**config.mk**
```make
export PLATFORM = sky130hd
export DESIGN_NAME = mem_arbiter
export DESIGN_NICKNAME = d
export VERILOG_FILES = /design/src/rtl/mem_arb_pkg.sv /design/src/rtl/rr_arb2.sv /design/src/rtl/mem_arbiter.sv
export SDC_FILE = /design/constraint.sdc
export NUM_CORES = 1
export LEC_CHECK = 0
export ABC_AREA = 1
export CORE_MARGIN = 2
export CORE_UTILIZATION = 38
export DETAILED_ROUTE_END_ITERATION = 6
export PLACE_DENSITY = 0.81
export SYNTH_ARGS = -nofsm -noshare
export SYNTH_HDL_FRONTEND = slang
export SYNTH_SLANG_ARGS = --single-unit
```
**constraint.sdc**
```tcl
create_clock -name clk -period 1.4 [get_ports clk]
set_clock_uncertainty 0.15 [all_clocks]
set_input_delay 0.35 -clock clk [delete_from_list [all_inputs] [get_ports clk]]
set_output_delay 0.35 -clock clk [all_outputs]
set_load 0.01 [all_outputs]
```
**src/rtl/mem_arb_pkg.sv**
```systemverilog
// rtl/mem_arb_pkg.sv - shared widths and FSM state type for the memory arbiter
package mem_arb_pkg;
  localparam int ADDR_W  = 14;
  localparam int WDATA_W = 16;
  localparam int RDATA_W = 8;

  typedef enum logic [1:0] {
    S_IDLE = 2'd0,
    S_REQ  = 2'd1,
    S_DONE = 2'd2
  } state_t;
endpackage

```
**src/rtl/rr_arb2.sv**
```systemverilog
// rtl/rr_arb2.sv - two-way round-robin arbiter with one-hot grant
module rr_arb2 (
  input  logic       clk,
  input  logic       reset,
  input  logic [1:0] req,
  input  logic       accept,
  output logic [1:0] grant
);
  // last = 1 means port 1 won most recently, so port 0 is preferred next
  logic last;

  always_comb begin
    grant = req;
    if (req == 2'b11) grant = last ? 2'b01 : 2'b10;
  end

  always_ff @(posedge clk) begin
    if (reset) last <= 1'b1;
    else if (accept && (|grant)) last <= grant[1];
  end
endmodule

```
**src/rtl/mem_arbiter.sv**
```systemverilog
// rtl/mem_arbiter.sv - two-port round-robin memory arbiter with response timeout
module mem_arbiter
  import mem_arb_pkg::*;
#(
  parameter int TIMEOUT_CYC = 15
) (
  input  logic               clk,
  input  logic               reset,
  input  logic               p0_req,
  input  logic               p1_req,
  input  logic               p0_we,
  input  logic               p1_we,
  input  logic [ADDR_W-1:0]  p0_addr,
  input  logic [ADDR_W-1:0]  p1_addr,
  input  logic [WDATA_W-1:0] p0_wdata,
  input  logic [WDATA_W-1:0] p1_wdata,
  output logic [RDATA_W-1:0] p0_rdata,
  output logic [RDATA_W-1:0] p1_rdata,
  output logic               p0_done,
  output logic               p1_done,
  output logic               p0_err,
  output logic               p1_err,
  output logic               mem_read_req,
  output logic               mem_write_req,
  output logic [ADDR_W-1:0]  mem_addr,
  output logic [WDATA_W-1:0] mem_wdata,
  input  logic [RDATA_W-1:0] mem_rdata,
  input  logic               mem_resp,
  output logic               busy
);
  localparam logic [7:0] TO_LAST = 8'(TIMEOUT_CYC - 1);

  state_t     state;
  logic [7:0] cnt;
  logic       gnt_port;
  logic       we_q;
  logic [1:0] grant;
  logic       accept;

  assign accept = (state == S_IDLE) && (p0_req || p1_req);

  rr_arb2 u_rr (
    .clk    (clk),
    .reset  (reset),
    .req    ({p1_req, p0_req}),
    .accept (accept),
    .grant  (grant)
  );

  always_ff @(posedge clk) begin
    if (reset) begin
      state         <= S_IDLE;
      cnt           <= '0;
      gnt_port      <= 1'b0;
      we_q          <= 1'b0;
      p0_rdata      <= '0;
      p1_rdata      <= '0;
      p0_done       <= 1'b0;
      p1_done       <= 1'b0;
      p0_err        <= 1'b0;
      p1_err        <= 1'b0;
      mem_read_req  <= 1'b0;
      mem_write_req <= 1'b0;
      mem_addr      <= '0;
      mem_wdata     <= '0;
      busy          <= 1'b0;
    end else begin
      p0_done <= 1'b0;
      p1_done <= 1'b0;
      p0_err  <= 1'b0;
      p1_err  <= 1'b0;
      case (state)
        S_IDLE: begin
          if (accept) begin
            gnt_port      <= grant[1];
            we_q          <= grant[0] ? p0_we : p1_we;
            mem_addr      <= grant[0] ? p0_addr : p1_addr;
            mem_wdata     <= grant[0] ? p0_wdata : p1_wdata;
            mem_read_req  <= grant[0] ? !p0_we : !p1_we;
            mem_write_req <= grant[0] ? p0_we : p1_we;
            cnt           <= '0;
            busy          <= 1'b1;
            state         <= S_REQ;
          end
        end
        S_REQ: begin
          // a response in the final timeout cycle still counts as success
          if (mem_resp) begin
            mem_read_req  <= 1'b0;
            mem_write_req <= 1'b0;
            if (!we_q) begin
              if (gnt_port) p1_rdata <= mem_rdata;
              else          p0_rdata <= mem_rdata;
            end
            p0_done <= !gnt_port;
            p1_done <= gnt_port;
            state   <= S_DONE;
          end else if (cnt == TO_LAST) begin
            mem_read_req  <= 1'b0;
            mem_write_req <= 1'b0;
            p0_done <= !gnt_port;
            p1_done <= gnt_port;
            p0_err  <= !gnt_port;
            p1_err  <= gnt_port;
            state   <= S_DONE;
          end else begin
            cnt <= cnt + 8'd1;
          end
        end
        S_DONE: begin
          busy  <= 1'b0;
          state <= S_IDLE;
        end
        default: state <= S_IDLE;
      endcase
    end
  end
endmodule

```
# [After elaboration in Yosys (flattened, before gate mapping)]
# Index checks and enable logic that the tools add are counted.
[totals] register_bits=66 latch_bits=0 mem_bits_rw=0 rom_bits=0 output_inout_bits=53 elab_cells=73 mem_count=0
[op_classes] addsub=1 multipliers=0 div_mod_pow=0 n_lt_le_gt_ge=0 n_eq_ne=8 shift=0 mux=26 bitwise_logic=3 reduce_logical=19
[op_table] cell="8-bit 2-to-1 mux" count=3
[op_table] cell="16-bit 2-to-1 mux" count=1
[op_table] cell="8-bit one-hot mux with 2 select lines" count=1
[op_table] cell="14-bit 2-to-1 mux" count=1
[op_table] cell="4-bit AND reduction" count=3
[op_table] cell="1-bit 2-to-1 mux" count=11
[op_table] cell="2-bit 2-to-1 mux" count=5
[op_table] cell="8-bit by 1-bit adder with 8-bit output, second input constant" count=1
[op_table] cell="8-bit by 4-bit equality test with 1-bit output, second input constant" count=1
[op_table] cell="1-bit one-hot mux with 2 select lines" count=3
[op_table] cell="2-bit AND reduction" count=3
[op_table] cell="2-bit equality test, second input constant" count=2
[op_table] cell="2-bit inequality test, second input constant" count=2
[op_table] cell="2-bit one-hot mux with 2 select lines" count=1
[op_table] cell="2-bit nonzero test" count=2
[op_table] cell="2-bit OR reduction" count=2
[op_table] cell="1-bit zero test" count=3
[op_table] cell="3-bit inequality test, second input constant" count=1
[op_table] cell="1-bit inverter" count=3
[op_table] cell="3-bit AND reduction" count=1
[op_table] cell="3-bit OR reduction" count=1
[op_table] cell="2-bit by 1-bit equality test with 1-bit output, second input constant" count=1
[op_table] cell="1-bit logical AND" count=2
[op_table] cell="2-bit zero test" count=1
[op_table] cell="2 further kinds" count=2

# [Logic depth before layout (Yosys ltp)]
# Gate-level depths: netlist (run 1).
[logic_depth] depth_word=5 ltp_mapped=10 mapped_depth_nobuf=10

# [Cells and area by module]
# Synthesis (run 1) repeated with hierarchy kept, for this count alone.
[hier_totals] cells_unflattened=405 hier_area_um2=2872.8
[modules_own_cells] module="mem_arbiter" instances=1 cells_per_inst=395 area_per_inst_um2=2803.9
[modules_own_cells] module="rr_arb2" instances=1 cells_per_inst=10 area_per_inst_um2=68.8

# [Worst setup path after synthesis (run 1)]
# OpenSTA, ideal clock, no wires.
[synth_path] kind="register to register" from="register cnt[0]" to="register cnt[7]" setup_ns=0.112 t_arrival_ns=1.198 slack_ns=-0.060 stages_incl_launch_ff=11 path_buffers=0 synth_period_minus_slack_ns=1.460 path_cell_list="dfxtp_1 > inv_1 > ha_1 > nand2_1 > nor2_1 > nand2_1 > nand3_2 > nand3_1 > inv_1 > nand2_1 > nand2_1"
[synth_via] elab_chain_len=4 elab_cells_between_ends=7 cone_classes="add/sub: 1; eq/ne: 2; mux: 3; reduce/logical: 1"
[synth_rtl] item="start: declaration" line_no="mem_arbiter.sv:34" rtl="logic [7:0] cnt;"
[synth_rtl] item="start signal: assignment" line_no="mem_arbiter.sv:107" rtl="cnt <= cnt + 8'd1;"
[synth_rtl] item="8-bit by 1-bit adder with 8-bit output" line_no="mem_arbiter.sv:107"
[synth_rtl] item="8-bit 2-to-1 mux" line_no="mem_arbiter.sv:98" rtl="end else if (cnt == TO_LAST) begin"
[synth_rtl] item="8-bit 2-to-1 mux" line_no="mem_arbiter.sv:88" rtl="if (mem_resp) begin"
[synth_rtl] item="8-bit one-hot mux with 2 select lines" line_no="mem_arbiter.sv:72" rtl="case (state)"
# Parallel ways exist; a longest one is shown, timed or not. The select of a mux whose other input is x is not followed.
# A chain may end at the register's enable or synchronous reset.

# [Final worst setup path (run 1)]
[layout_path] from="register state[0]" to="register cnt[4]"
[layout_via] elab_chain_len=4 elab_cells_between_ends=9 cone_classes="eq/ne: 4; mux: 1; reduce/logical: 4"
[layout_rtl] item="start: declaration" line_no="mem_arbiter.sv:33" rtl="state_t state;"
[layout_rtl] item="start signal: assignment" line_no="mem_arbiter.sv:52" rtl="state <= S_IDLE;"
[layout_rtl] item="start signal: assignment" line_no="mem_arbiter.sv:83" rtl="state <= S_REQ;"
[layout_rtl] item="start signal: assignment" line_no="mem_arbiter.sv:97" rtl="state <= S_DONE;"
[layout_rtl] item="2-bit zero test" line_no="mem_arbiter.sv:40, mem_arbiter.sv:72"
[layout_rtl] item="1-bit logical AND" line_no="mem_arbiter.sv:40" rtl="assign accept = (state == S_IDLE) && (p0_req || p1_req);"
[layout_rtl] item="2-bit by 1-bit inequality test with 1-bit output (no line)"
[layout_rtl] item="4-bit AND reduction (no line)"
# Parallel ways exist; a longest one is shown, timed or not.

==> tab_implementation.tex, run 1 <==
\begin{tabular}{lr}
\hline
Metric & Value \\
\hline
\multicolumn{2}{l}{\textbf{Status}} \\
\quad Status & finished with violations \\
\quad Failing checks & setup timing \\
\multicolumn{2}{l}{\textbf{STA}} \\
\quad Tcrit/Tclk final & 1.05 \\
\quad Setup repair after global routing missed its margin & true \\
\quad Final setup viols & 33 \\
\quad Worst hold slack across all endpoints & 324 ps \\
\quad Total Negative Setup Slacks & -1020 ps \\
\quad Maximum clock frequency & 0.680 GHz \\
\quad Final Hold Viols & 0 \\
\quad PnR worst setup slack & -70.2 ps \\
\quad Clock period minus worst slack & 1470 ps \\
\quad Worst slew margin relative to its limit & 0.771 \\
\quad Slew Viols, Final & 0 \\
\quad Actual transition at the worst max-transition pin & approximately 340 ps \\
\multicolumn{2}{l}{\textbf{CTS}} \\
\quad Count of clock tree sinks & 66 \\
\quad Num CTS Buffers & 9 \\
\quad Max clock buf depth & 2 \\
\quad Clock slew at reported path FFs & 80 ps \\
\quad Clock Tree Root & sky130\_fd\_sc\_hd\_\_clkbuf\_8 \\
\quad Number of levels in the clock H-tree & 3 \\
\quad Hold\_buf cts & 0 \\
\quad CTS tree & built \\
\quad Insertion delay to the later sink of the worst-skew pair & 340 ps \\
\multicolumn{2}{l}{\textbf{Synthesis}} \\
\quad Unique cell type count in the Yosys netlist & 24 \\
\quad Number of synthesized flops with an enable pin & 0 \\
\quad Async S/R FF share, synth & 0 \\
\quad Area share of the leading cell type in the synthesized netlist & 0.450 \\
\quad Net count after synthesis & 490 \\
\quad Ys Warns & 0 \\
\quad Post-synthesis cell type with the largest combined area & sky130\_fd\_sc\_hd\_\_dfxtp\_1 \\
\quad Synth Area per Inst & around 7 um2 \\
\quad Post-Synthesis Cells & 413 \\
\quad Post-synthesis register bit count & 66 \\
\quad Proportion of synthesized chip area in sequential cells & 0.450 \\
\quad Count leader, synth & sky130\_fd\_sc\_hd\_\_nand2\_1 \\
\quad Largest cells by area after synthesis & sky130\_fd\_sc\_hd\_\_dfxtp\_1 (45\%), sky130\_fd\_sc\_hd\_\_nand2\_1 (13\%), sky130\_fd\_sc\_hd\_\_o211ai\_1 (8.2\%), sky130\_fd\_sc\_hd\_\_inv\_1 (6.9\%), sky130\_fd\_sc\_hd\_\_nor2\_1 (6.6\%) \\
\quad Mapped cell area & 2940 um2 \\
\quad Cell types with the highest counts after synthesis & sky130\_fd\_sc\_hd\_\_nand2\_1 (101), sky130\_fd\_sc\_hd\_\_dfxtp\_1 (66), sky130\_fd\_sc\_hd\_\_inv\_1 (54) \\
\quad Most used DFF post-synth & sky130\_fd\_sc\_hd\_\_dfxtp\_1 \\
\multicolumn{2}{l}{\textbf{Pwr}} \\
\quad Part of the total power dissipated in combinational logic & 0.267 \\
\quad Worst-case vdd ir drop & 703 uV \\
\quad Switching power of the nets & 1.59 mW \\
\quad Cell Int Power & 3.83 mW \\
\quad Clock Power Share & 0.339 \\
\quad Final total power & around 5.4 mW \\
\quad Reg power frac & 0.395 \\
\quad P per Cell Area & about 1000 nW/um2 \\
\quad Sw Share & 0.293 \\
\quad Leak & 2.57 nW \\
\multicolumn{2}{l}{\textbf{Floorplanning}} \\
\quad I/O pin count & 128 \\
\quad Die Area & around 8500 um2 \\
\quad Initial Utilization & 0.386 \\
\quad \# rows & 32 \\
\quad Die extent in x & 91.9 um \\
\quad Height of the die & 91.9 um \\
\quad Core area & 7610 um2 \\
\multicolumn{2}{l}{\textbf{Drt}} \\
\quad Vias per Instance & 4.92 \\
\quad Average wire per standard cell & 14.4 um \\
\quad Vias after detailed routing & 3404 \\
\quad DR iter-0 viols & 151 \\
\quad Final routed wirelength across all metal layers & 9970 um \\
\quad Remaining design rule violation count & 0 \\
\quad 1st-pass router iterations & 4 \\
\quad Post-DRT Antenna Nets & 0 \\
\multicolumn{2}{l}{\textbf{Setup path}} \\
\quad CP endpoint kind & flip-flop \\
\quad Startpoint kind of the worst setup timing path & flip-flop \\
\quad Max Fanout on Critical Path & 5 \\
\quad Worst reg2reg setup slack & -70 ps \\
\quad Kind of critical path & reg2reg \\
\quad Critical path data arrival time & 1560 ps \\
\quad Required arrival time at the worst endpoint & 1490 ps \\
\quad Depth of the most critical reg-to-reg path & 8 \\
\multicolumn{2}{l}{\textbf{Global routing}} \\
\quad Global-route wire length before repair & 14800 um \\
\quad Antenna violations before repair & 0 \\
\quad Vias in the first global route & 3279 \\
\quad Overflow left after global routing & 0 \\
\quad Total global routing track utilization & 0.216 \\
\quad Largest net degree at the start of global routing & 31 \\
\multicolumn{2}{l}{\textbf{Final layout}} \\
\quad Share of cells above drive strength 1 & 0.395 \\
\quad Summed area of non-filler cells in the final layout & 5200 um2 \\
\quad P\&R area growth vs syn & 76.9\% \\
\quad Antenna cell count & 0 \\
\quad Number of filler instances in the final layout & between 600 and 700 \\
\quad Count of nets after finishing & roughly 660 \\
\multicolumn{2}{l}{\textbf{Place}} \\
\quad Placement-stage worst setup slack & -559 ps \\
\quad HPWL after detailed placement & 6510 um \\
\quad Routability congestion estimate from global placement & 0.849 \\
\quad IO Port Bufs & 127 \\
\quad Area after DPL & 4580 um2 \\
\multicolumn{2}{l}{\textbf{Worst hold path}} \\
\quad Worst hold path class & reg2reg \\
\quad Number of cells on the worst hold path & 2 \\
\multicolumn{2}{l}{\textbf{Job}} \\
\quad Max-capacitance violation count & 0 \\
\hline
\end{tabular}
==> flip-flops by register name (all words and copies together), names as in the netlist <==
| register | flops |
|---|---|
| mem_wdata | 16 |
| mem_addr | 14 |
| cnt | 8 |
| p0_rdata | 8 |
| p1_rdata | 8 |
| state | 2 |
| busy | 1 |
| gnt_port | 1 |
| mem_read_req | 1 |
| mem_write_req | 1 |
| p0_done | 1 |
| p0_err | 1 |
| p1_done | 1 |
| p1_err | 1 |
| u_rr.last | 1 |
| we_q | 1 |
==> kinds of logic after synthesis <==
group | share of synthesized area
flops | 0.450
compound gates | 0.140
simple gates | 0.296
buf+inv | 0.105
fa+ha+maj | 0.00852
==> power groups by stage <==
stage          registers (mW)  logic (mW)  clock network, mW
6_report                 2.14        1.45               1.83
5_1_grt                  2.16        1.56               1.95
3_3_place_gp             2.16        1.20                  0
2_1_floorplan            2.22       0.465                  0
4_1_cts                  2.14        1.21               1.86
3_5_place_dp             2.16        1.23                  0
==> critical path: stages, from the launching register on <==
cell	delay, ps
sky130_fd_sc_hd__dfxtp_2	340
sky130_fd_sc_hd__inv_2	50
sky130_fd_sc_hd__nor2_4	200
sky130_fd_sc_hd__buf_4	170
sky130_fd_sc_hd__nand3_4	130
sky130_fd_sc_hd__nand3_4	160
sky130_fd_sc_hd__nand2_2	60
sky130_fd_sc_hd__nand2_1	60
sky130_fd_sc_hd__inv_1	30
==> layer usage <==
layer  part of all wire  vias up  GRT usage
met1               0.40     1579      0.260
met3              0.069       23     0.0435
met2               0.51      122      0.384
met5                  0        -          0
met4              0.027        0     0.0734
li1                   -     1680          -
==> cell usage in the layout, fill, tap and decap left out, types with 2 or more instances in the layout <==
master                            Yosys  final
sky130_fd_sc_hd__nand3_1             37     13
sky130_fd_sc_hd__inv_1               54     49
sky130_fd_sc_hd__inv_2                3      6
sky130_fd_sc_hd__o211ai_1            32     32
sky130_fd_sc_hd__clkbuf_16            0      4
sky130_fd_sc_hd__buf_6                0      6
sky130_fd_sc_hd__nor2_4               1      3
sky130_fd_sc_hd__buf_2                8     50
sky130_fd_sc_hd__dfxtp_1             66     36
sky130_fd_sc_hd__buf_12               0      4
sky130_fd_sc_hd__clkdlybuf4s50_1      0     71
sky130_fd_sc_hd__a21oi_2              0      2
sky130_fd_sc_hd__inv_4                1      2
sky130_fd_sc_hd__nand4_1              4      4
sky130_fd_sc_hd__clkbuf_2             0      3
sky130_fd_sc_hd__nand3_2              2     24
sky130_fd_sc_hd__o21ai_4              0      2
sky130_fd_sc_hd__nor2_1              52     50
sky130_fd_sc_hd__buf_4                3     36
sky130_fd_sc_hd__nand2_2              1     14
sky130_fd_sc_hd__clkbuf_8             0     10
sky130_fd_sc_hd__bufinv_16            0      2
sky130_fd_sc_hd__o21ai_1              0      3
sky130_fd_sc_hd__nand3_4              0      2
sky130_fd_sc_hd__nand2_1            101     67
sky130_fd_sc_hd__dfxtp_2              0     29
sky130_fd_sc_hd__nor3_1               3      3
sky130_fd_sc_hd__clkinv_4             0      3
sky130_fd_sc_hd__dlygate4sd2_1        0      2
sky130_fd_sc_hd__o21ai_0             20     16
sky130_fd_sc_hd__a21oi_1             11      9
sky130_fd_sc_hd__nand2_4              1     22
==> final cells by class <==
| cell class | instances | area [um2] | area share |
|---|---|---|---|
| Sequential cell | 66 | 1360 | 0.262 |
| Tap cell | 102 | 128 | 0.0246 |
| Timing Repair Buffer | 179 | 1560 | 0.301 |
| Multi-Input combinational cell | 271 | 1690 | 0.325 |
| Inverter | 58 | 228 | 0.0438 |
| Clock inverter | 6 | 90.1 | 0.0173 |
| Clock buffer | 10 | 138 | 0.0265 |
==> what timing repair did <==
action	CTS	global route
pin swaps	11	14
setup endpoints to repair	116	70
gates resized for setup	250	106
setup buffers	5	4
cloned	1	5
==> worst paths after layout <==
| path | startpoint | endpoint |
|---|---|---|
| setup / recovery | state[0] | cnt[4] |
| hold / removal | p1_rdata[4] | p1_rdata[4] |
| setup reg to reg | state[0] | cnt[4] |
| hold reg to reg | p1_rdata[4] | p1_rdata[4] |
==> metrics by stage <==
step                std cells   util
floorplan                 413      -
global placement          661  0.602
detailed placement        661  0.602
CTS                       683  0.634
global route              692  0.683
finish                    692  0.683
(Power assumes the default switching activity.)
==> run 2: changes to the inputs <==
CORE_ASPECT_RATIO = 1.4   (was not set)
==> run 2 against run 1 <==
  * The run still ends with setup timing left
  * Sequential share of layout area increased by 2.3 points
  * Die area increased by 0.12%
  * Worst hold slack got worse by 20 ps
  * Critical endpoint is now cnt[7]
  * Sequential power about the same
  * Routed wire length decreased by 5.3%
  * Register-to-register slack about the same
==> tab_implementation.tex, run 2 (same netlist as run 1, synthesis figures left out) <==
\begin{tabular}{lr}
\hline
Metric & Value \\
\hline
\multicolumn{2}{l}{\textbf{Global routing}} \\
\quad Met3 Track Usage GR & 0.0518 (+0.00820) \\
\quad Global routing usage on met1 & 0.222 (-0.0379) \\
\quad Overflow left after global routing & 0 (unchanged) \\
\quad Total global routing track utilization & 0.217 (+0.000581) \\
\quad Most congested layer reported by global routing & met2 \\
\quad Largest net degree at the start of global routing & 31 (unchanged) \\
\quad Antenna violations before repair & 0 (unchanged) \\
\quad Met2 track demand over resource & 0.408 (+0.0241) \\
\quad Vias in the first global route & 3265 (-0.43\%) \\
\quad Global-route wire length before repair & 14500 um (-2.5\%) \\
\multicolumn{2}{l}{\textbf{Drt}} \\
\quad 1st-pass router iterations & 6 (+2) \\
\quad Remaining design rule violation count & 0 (unchanged) \\
\quad Average wire per standard cell & 14.0 um (-3.0\%) \\
\quad DR iter-0 viols & 195 (+29\%) \\
\quad Vias after detailed routing & 3381 (-0.68\%) \\
\quad Final routed wirelength across all metal layers & 9450 um (-5.3\%) \\
\quad Post-DRT Antenna Nets & 0 (unchanged) \\
\quad Vias per Instance & 5.00 (+1.7\%) \\
\multicolumn{2}{l}{\textbf{Setup path}} \\
\quad Timing endpoint of the critical path & cnt[7] \\
\quad Required arrival time at the worst endpoint & 1540 ps (+50 ps) \\
\quad Crit-path cells & buf\_4 -> nand3\_1 -> inv\_1 -> nand2\_1 -> nor2\_1 -> nor3\_1 -> nand2\_1 -> nand2\_1 \\
\quad Kind of critical path & reg2reg \\
\quad Worst reg2reg setup slack & -80 ps (about the same) \\
\quad Reg-to-reg startpoint & cnt[1] \\
\quad Slowest cell on the critical path & sky130\_fd\_sc\_hd\_\_dfxtp\_2 \\
\quad CP endpoint kind & flip-flop \\
\quad Depth of the most critical reg-to-reg path & 8 (unchanged) \\
\quad Most common cell on crit path & sky130\_fd\_sc\_hd\_\_nand2\_1 \\
\quad Max Fanout on Critical Path & 4 (-1) \\
\quad Critical Path Source & cnt[1] \\
\quad Critical path data arrival time & 1620 ps (+60 ps) \\
\quad Crit Reg-Reg Endpoint & cnt[7] \\
\quad CP max stage delay & 350 ps (about the same) \\
\quad Startpoint kind of the worst setup timing path & flip-flop \\
\multicolumn{2}{l}{\textbf{STA}} \\
\quad Slew Viols, Final & 0 (unchanged) \\
\quad Worst hold slack across all endpoints & 304 ps (-19.7 ps) \\
\quad Setup repair after global routing missed its margin & true \\
\quad Final Hold Viols & 0 (unchanged) \\
\quad Final setup viols & 7 (-79\%) \\
\quad Clock period minus worst slack & 1480 ps (+12.3 ps) \\
\quad Actual transition at the worst max-transition pin & 387 ps (+42.7 ps) \\
\quad PnR worst setup slack & -82.5 ps (-12.3 ps) \\
\quad Maximum clock frequency & 0.675 GHz (-0.83\%) \\
\quad Tcrit/Tclk final & 1.06 (+0.00880) \\
\quad Worst slew margin relative to its limit & 0.742 (-0.0288) \\
\multicolumn{2}{l}{\textbf{Final layout}} \\
\quad Antenna cell count & 0 (unchanged) \\
\quad Commonest non-fill, non-tap cell in the layout & sky130\_fd\_sc\_hd\_\_nand2\_1 \\
\quad Number of filler instances in the final layout & 637 (+4.8\%) \\
\quad Summed area of non-filler cells in the final layout & 4830 um2 (-7.1\%) \\
\quad Max FFs per register & 16 (unchanged) \\
\quad P\&R area growth vs syn & 64.3\% \\
\quad Count of nets after finishing & 651 (-1.7\%) \\
\quad Most flop-heavy register & mem\_wdata \\
\quad Largest registers & mem\_wdata x16, mem\_addr x14 \\
\quad Share of cells above drive strength 1 & 0.335 (-0.0599) \\
\quad Most used cells in the layout excluding fill and tap cells & sky130\_fd\_sc\_hd\_\_nand2\_1 (92), sky130\_fd\_sc\_hd\_\_clkdlybuf4s50\_1 (70), sky130\_fd\_sc\_hd\_\_buf\_2 (50), sky130\_fd\_sc\_hd\_\_inv\_1 (46), sky130\_fd\_sc\_hd\_\_nor2\_1 (43) \\
\quad Share of the core filled with cells & 0.652 (-0.0315) \\
\multicolumn{2}{l}{\textbf{Pwr}} \\
\quad P per Cell Area & 1080 nW/um2 (+3.8\%) \\
\quad Worst-case vdd ir drop & 543 uV (-23\%) \\
\quad Leak & 2.37 nW (-8.0\%) \\
\multicolumn{2}{l}{\textbf{CTS}} \\
\quad Num CTS Buffers & 9 (unchanged) \\
\quad CTS tree & built \\
\quad Clock Tree Root & sky130\_fd\_sc\_hd\_\_clkbuf\_8 \\
\quad Max clock buf depth & 2 (unchanged) \\
\quad Number of levels in the clock H-tree & 3 (unchanged) \\
\quad Clock slew at reported path FFs & 80 ps (about the same) \\
\quad Insertion delay to the later sink of the worst-skew pair & 350 ps (about the same) \\
\quad Count of clock tree sinks & 66 (unchanged) \\
\multicolumn{2}{l}{\textbf{Place}} \\
\quad Routability congestion estimate from global placement & 0.819 (-3.6\%) \\
\quad IO Port Bufs & 127 (unchanged) \\
\quad Area after DPL & 4490 um2 (-2.0\%) \\
\quad HPWL after detailed placement & 6550 um (+0.66\%) \\
\multicolumn{2}{l}{\textbf{Floorplanning}} \\
\quad Core area & 7410 um2 (-2.6\%) \\
\quad Die Area & 8460 um2 (+0.12\%) \\
\quad Initial Utilization & 0.397 (+0.0104) \\
\quad I/O pin count & 128 (unchanged) \\
\quad Height of the die & 108 um (+18\%) \\
\quad \# rows & 37 (+16\%) \\
\quad Die extent in x & 78.3 um (-15\%) \\
\multicolumn{2}{l}{\textbf{Status}} \\
\quad Failing checks & setup timing \\
\quad Status & finished with violations \\
\multicolumn{2}{l}{\textbf{Job}} \\
\quad Max-capacitance violation count & 0 (unchanged) \\
\multicolumn{2}{l}{\textbf{Worst hold path}} \\
\quad Worst hold path class & in2reg \\
\hline
\end{tabular}
-- run 2: through the flow --
step | total power [mW] | TNS, ps | setup slack (ps) | cells
floorplan | 2.68 | 0 | 20.0 | 413
global placement | 3.32 | -25880 | -489 | 646
detailed placement | 3.36 | -29280 | -566 | 646
CTS | 5.15 | -145 | -39.4 | 670
global route | 5.47 | -1320 | -144 | 676
finish | 5.22 | -194 | -82.5 | 676
-- run 2: report_power, final --
group	switching (mW)	internal (mW)	leakage [nW]
clock network	0.794	1.02	0.114
logic	0.614	0.641	1.69
registers	0.105	2.05	0.556
-- run 2: final cells by class --
cell class	instances	area, um2	share of cell area
clock buffers	9	124	0.0257
well taps	97	121	0.0251
inverters	58	233	0.0482
clock inverters	7	100	0.0207
repair buffers	167	1410	0.292
flip-flops and latches	66	1370	0.285
multi-input cells	272	1470	0.304
-- run 2: metal layers --
| metal | share of wire | vias up | wire, um |
|---|---|---|---|
| li1 | - | 1664 | - |
| met2 | 0.55 | 157 | 5190 |
| met4 | 0.037 | 0 | 352 |
| met1 | 0.35 | 1526 | 3310 |
| met5 | 0 | - | 0 |
| met3 | 0.063 | 34 | 595 |
-- run 2: repair_timing --
item                                    4_1_cts  5_1_grt
pin swaps                                    12       20
hold buffers                                  0        0
resized for setup                           268       53
setup buffers                                 7        5
endpoints found under the setup margin      107       66
gates cloned                                  1        1
-- run 2: worst min-delay path by stage --
stage	start	cells past startpoint	end	slack (ps)
finish	reset	4	cnt[0]	300
global route	reset	4	cnt[0]	320
CTS	mem_write_req	2	mem_write_req	330
detailed placement	p1_rdata[1]	2	p1_rdata[1]	330
global placement	p1_rdata[7]	2	p1_rdata[7]	320
floorplan	cnt[7]	2	cnt[7]	310
-- run 2: worst max-delay path: cells and delay by family, from the launching register on --
family	cells	cell delay (ps)
buffers and inverters	2	260
AND/OR/NAND/NOR	6	680
flip-flops	1	350
==> run 3: changes to the inputs <==
CELL_PAD_IN_SITES_DETAIL_PLACEMENT = 0   (was not set)
CELL_PAD_IN_SITES_GLOBAL_PLACEMENT = 2   (was not set)
CORE_UTILIZATION = 20   (was 38)
PLACE_DENSITY = 0.82   (was 0.81)
==> run 3 against run 2 <==
  * The flow still finishes with violations (setup timing)
  * Worst setup slack better by 34 ps
  * Power up 12%
  * Non-clock buffer count is 14 higher
  * Routed wire length rose by 4.7%
  * Final cell count is 16% higher
  * Global-route usage shrank 9.7 points
  * Combinational power is 3% higher
  * Utilization fell by 29 points
  * Highest routed layer unchanged
  * Cell area is 7.5% higher
  * Sequential power barely moved
  * Die area up 85%
==> tab_implementation.tex, run 3 (same netlist as run 1, synthesis figures left out) <==
\begin{tabular}{lr}
\hline
Metric & Value \\
\hline
\multicolumn{2}{l}{\textbf{Pwr}} \\
\quad Cell Int Power & 4.29 mW (+16\%) \\
\quad Sw Share & 0.268 (-0.0220) \\
\quad Clock Power Share & 0.414 (+0.067) \\
\quad Part of the total power dissipated in combinational logic & 0.221 (-0.019) \\
\quad Final total power & 5.85 mW (+12\%) \\
\quad Reg power frac & 0.364 (-0.049) \\
\quad P per Cell Area & 1130 nW/um2 (+4.3\%) \\
\quad Leak & 2.47 nW (+4.3\%) \\
\quad Worst-case vdd ir drop & 444 uV (-18\%) \\
\quad Switching power of the nets & 1.57 mW (+3.6\%) \\
\multicolumn{2}{l}{\textbf{Setup path}} \\
\quad Kind of critical path & reg2reg \\
\quad Most common cell on crit path & sky130\_fd\_sc\_hd\_\_nand2\_1 \\
\quad CP max stage delay & 320 ps (-30 ps) \\
\quad Max Fanout on Critical Path & 4 (unchanged) \\
\quad Critical path data arrival time & 1520 ps (-100 ps) \\
\quad Slowest cell on the critical path & sky130\_fd\_sc\_hd\_\_dfxtp\_2 \\
\quad CP endpoint kind & flip-flop \\
\quad Worst reg2reg setup slack & -50 ps (+30 ps) \\
\quad Crit-path cells & inv\_2 -> ha\_4 -> nand2\_1 -> nor2\_1 -> nand2\_2 -> nand3\_4 -> buf\_6 -> nand2\_4 -> nand2\_1 -> a21oi\_1 \\
\quad Required arrival time at the worst endpoint & 1470 ps (-70 ps) \\
\quad Startpoint kind of the worst setup timing path & flip-flop \\
\multicolumn{2}{l}{\textbf{Final layout}} \\
\quad Register Area & 1350 um2 (-1.9\%) \\
\quad Commonest non-fill, non-tap cell in the layout & sky130\_fd\_sc\_hd\_\_nand2\_1 \\
\quad Largest registers & mem\_wdata x16, mem\_addr x14 \\
\quad Number of filler instances in the final layout & 1536 (+140\%) \\
\quad Share of cells above drive strength 1 & 0.307 (-0.0276) \\
\quad Combined area of the multi-input logic cells & 1460 um2 (-0.34\%) \\
\quad P\&R area growth vs syn & 76.6\% \\
\quad Most flop-heavy register & mem\_wdata \\
\quad Max FFs per register & 16 (unchanged) \\
\quad Antenna cell count & 0 (unchanged) \\
\quad Count of nets after finishing & 664 (+2.0\%) \\
\quad Most used cells in the layout excluding fill and tap cells & sky130\_fd\_sc\_hd\_\_nand2\_1 (92), sky130\_fd\_sc\_hd\_\_clkdlybuf4s50\_1 (70), sky130\_fd\_sc\_hd\_\_dfxtp\_1 (49), sky130\_fd\_sc\_hd\_\_inv\_1 (48) \\
\multicolumn{2}{l}{\textbf{Floorplanning}} \\
\quad \# rows & 52 (+41\%) \\
\quad Die Area & 15700 um2 (+85\%) \\
\quad Die extent in x & 106 um (+36\%) \\
\quad Initial Utilization & 0.203 (-0.193) \\
\quad Height of the die & 147 um (+36\%) \\
\quad I/O pin count & 128 (unchanged) \\
\quad Core area & 14400 um2 (+95\%) \\
\multicolumn{2}{l}{\textbf{CTS}} \\
\quad Max clock buf depth & 2 (unchanged) \\
\quad Clock Tree Root & sky130\_fd\_sc\_hd\_\_clkbuf\_16 \\
\quad CTS tree & built \\
\quad Num CTS Buffers & 9 (unchanged) \\
\quad Number of levels in the clock H-tree & 3 (unchanged) \\
\quad Count of clock tree sinks & 66 (unchanged) \\
\quad Clock slew at reported path FFs & 60 ps (-20 ps) \\
\quad Insertion delay to the later sink of the worst-skew pair & 330 ps (-20 ps) \\
\quad Hold\_buf cts & 0 (unchanged) \\
\multicolumn{2}{l}{\textbf{STA}} \\
\quad PnR worst setup slack & -48.3 ps (+34.2 ps) \\
\quad Worst slew margin relative to its limit & 0.830 (+0.0876) \\
\quad Final setup viols & 10 (+3) \\
\quad Setup repair after global routing missed its margin & true \\
\quad Tcrit/Tclk final & 1.03 (-0.0244) \\
\quad Maximum clock frequency & 0.690 GHz (+2.4\%) \\
\quad Clock period minus worst slack & 1450 ps (-34.2 ps) \\
\quad Slew Viols, Final & 0 (unchanged) \\
\quad Final Hold Viols & 0 (unchanged) \\
\quad Actual transition at the worst max-transition pin & 255 ps (-131 ps) \\
\multicolumn{2}{l}{\textbf{Global routing}} \\
\quad Antenna violations before repair & 0 (unchanged) \\
\quad Most congested layer reported by global routing & met2 \\
\quad Largest net degree at the start of global routing & 28 (-9.7\%) \\
\quad Vias in the first global route & 3169 (-2.9\%) \\
\quad Overflow left after global routing & 0 (unchanged) \\
\quad Global routing usage on met1 & 0.142 (-0.0793) \\
\quad Met3 Track Usage GR & 0.0309 (-0.0209) \\
\quad Total global routing track utilization & 0.120 (-0.0966) \\
\quad Met2 track demand over resource & 0.206 (-0.202) \\
\quad Global-route wire length before repair & 15200 um (+5.3\%) \\
\multicolumn{2}{l}{\textbf{Drt}} \\
\quad Final routed wirelength across all metal layers & 9890 um (+4.7\%) \\
\quad Vias per Instance & 4.16 (-17\%) \\
\quad Vias after detailed routing & 3246 (-4.0\%) \\
\quad Average wire per standard cell & 12.7 um (-9.4\%) \\
\quad Remaining design rule violation count & 0 (unchanged) \\
\quad 1st-pass router iterations & 4 (-2) \\
\quad Post-DRT Antenna Nets & 0 (unchanged) \\
\quad DR iter-0 viols & 114 (-42\%) \\
\multicolumn{2}{l}{\textbf{Worst hold path}} \\
\quad Worst hold path class & in2reg \\
\multicolumn{2}{l}{\textbf{Place}} \\
\quad Routability congestion estimate from global placement & 0.799 (-2.4\%) \\
\quad Placement-stage worst setup slack & -526 ps (+39.3 ps) \\
\quad HPWL after detailed placement & 7200 um (+9.9\%) \\
\quad IO Port Bufs & 127 (unchanged) \\
\multicolumn{2}{l}{\textbf{Status}} \\
\quad Failing checks & setup timing \\
\quad Status & finished with violations \\
\multicolumn{2}{l}{\textbf{Job}} \\
\quad Max-capacitance violation count & 0 (unchanged) \\
\hline
\end{tabular}
==> run 3: cell count changes in the layout (fill, tap and decap cells not counted), moves of 4 or more <==
| cell | before | now |
|---|---|---|
| sky130_fd_sc_hd__buf_6 | 3 | 9 |
| sky130_fd_sc_hd__clkdlybuf4s15_2 | 0 | 5 |
| sky130_fd_sc_hd__buf_4 | 31 | 37 |
| sky130_fd_sc_hd__dfxtp_1 | 28 | 49 |
| sky130_fd_sc_hd__o21ai_0 | 9 | 4 |
| sky130_fd_sc_hd__dfxtp_2 | 36 | 15 |
| sky130_fd_sc_hd__clkbuf_16 | 0 | 11 |
| sky130_fd_sc_hd__nor2_4 | 6 | 2 |
| sky130_fd_sc_hd__clkbuf_8 | 9 | 0 |
| sky130_fd_sc_hd__buf_2 | 50 | 44 |
==> run 3: per-stage QoR <==
stage / hold WS [ps] / utilization / setup TNS [ps] / instances / area, um2
finish: 282 / 0.359 / -308 / 781 / 5190
global route: 323 / 0.359 / -1880 / 781 / 5190
CTS: 332 / 0.357 / -153 / 775 / 5160
detailed placement: 318 / 0.330 / -28020 / 754 / 4760
global placement: 297 / 0.330 / -25960 / 754 / 4760
floorplan: 305 / - / 0 / 413 / 2940
==> run 3: power groups by stage <==
stage	clock, mW	combinational (mW)	sequential [mW]
3_5_place_dp	0	1.25	2.16
6_report	2.42	1.30	2.13
5_1_grt	2.58	1.42	2.15
2_1_floorplan	0	0.465	2.22
3_3_place_gp	0	1.25	2.16
4_1_cts	2.52	1.26	2.13
==> run 3: final timing paths <==
| check | from | end | depth (start not counted) |
|---|---|---|---|
| setup / recovery | cnt[0] | mem_write_req | 10 |
| hold reg to reg | mem_write_req | mem_write_req | 2 |
| setup reg to reg | cnt[0] | mem_write_req | 10 |
| hold / removal | p0_req | gnt_port | 4 |
==> run 3: critical path, delay by kind of cell (launching register included) <==
kind / cells / cell delay (ps)
and+or+nand+nor: 6 / 470
DFF: 1 / 320
buffers and inverters: 2 / 190
adders and majority gates: 1 / 140
AOI/OAI and AO/OA: 1 / 50
==> run 3: cell type report <==
cell class                 instances  share of cell area
clock buffer                      10              0.0441
clock inverter                     6              0.0174
inverter                          58              0.0429
multi-input combinational        271               0.282
sequential                        66               0.260
tap                              189              0.0456
timing repair buffer             181               0.309
==> run 3: metal layers <==
metal  vias up  part of all wire  routed length (um)
li1       1684                 -                   -
met1      1449              0.42                4140
met2        97              0.50                4940
met3        16             0.064                 634
met4         0             0.017                 172
met5         -                 0                   0
==> run 3: repair_timing <==
item,in CTS,in global routing
pin swaps,17,15
gates resized for setup,227,66
setup endpoints to repair,113,84
cloned,0,2
buffers inserted,6,4
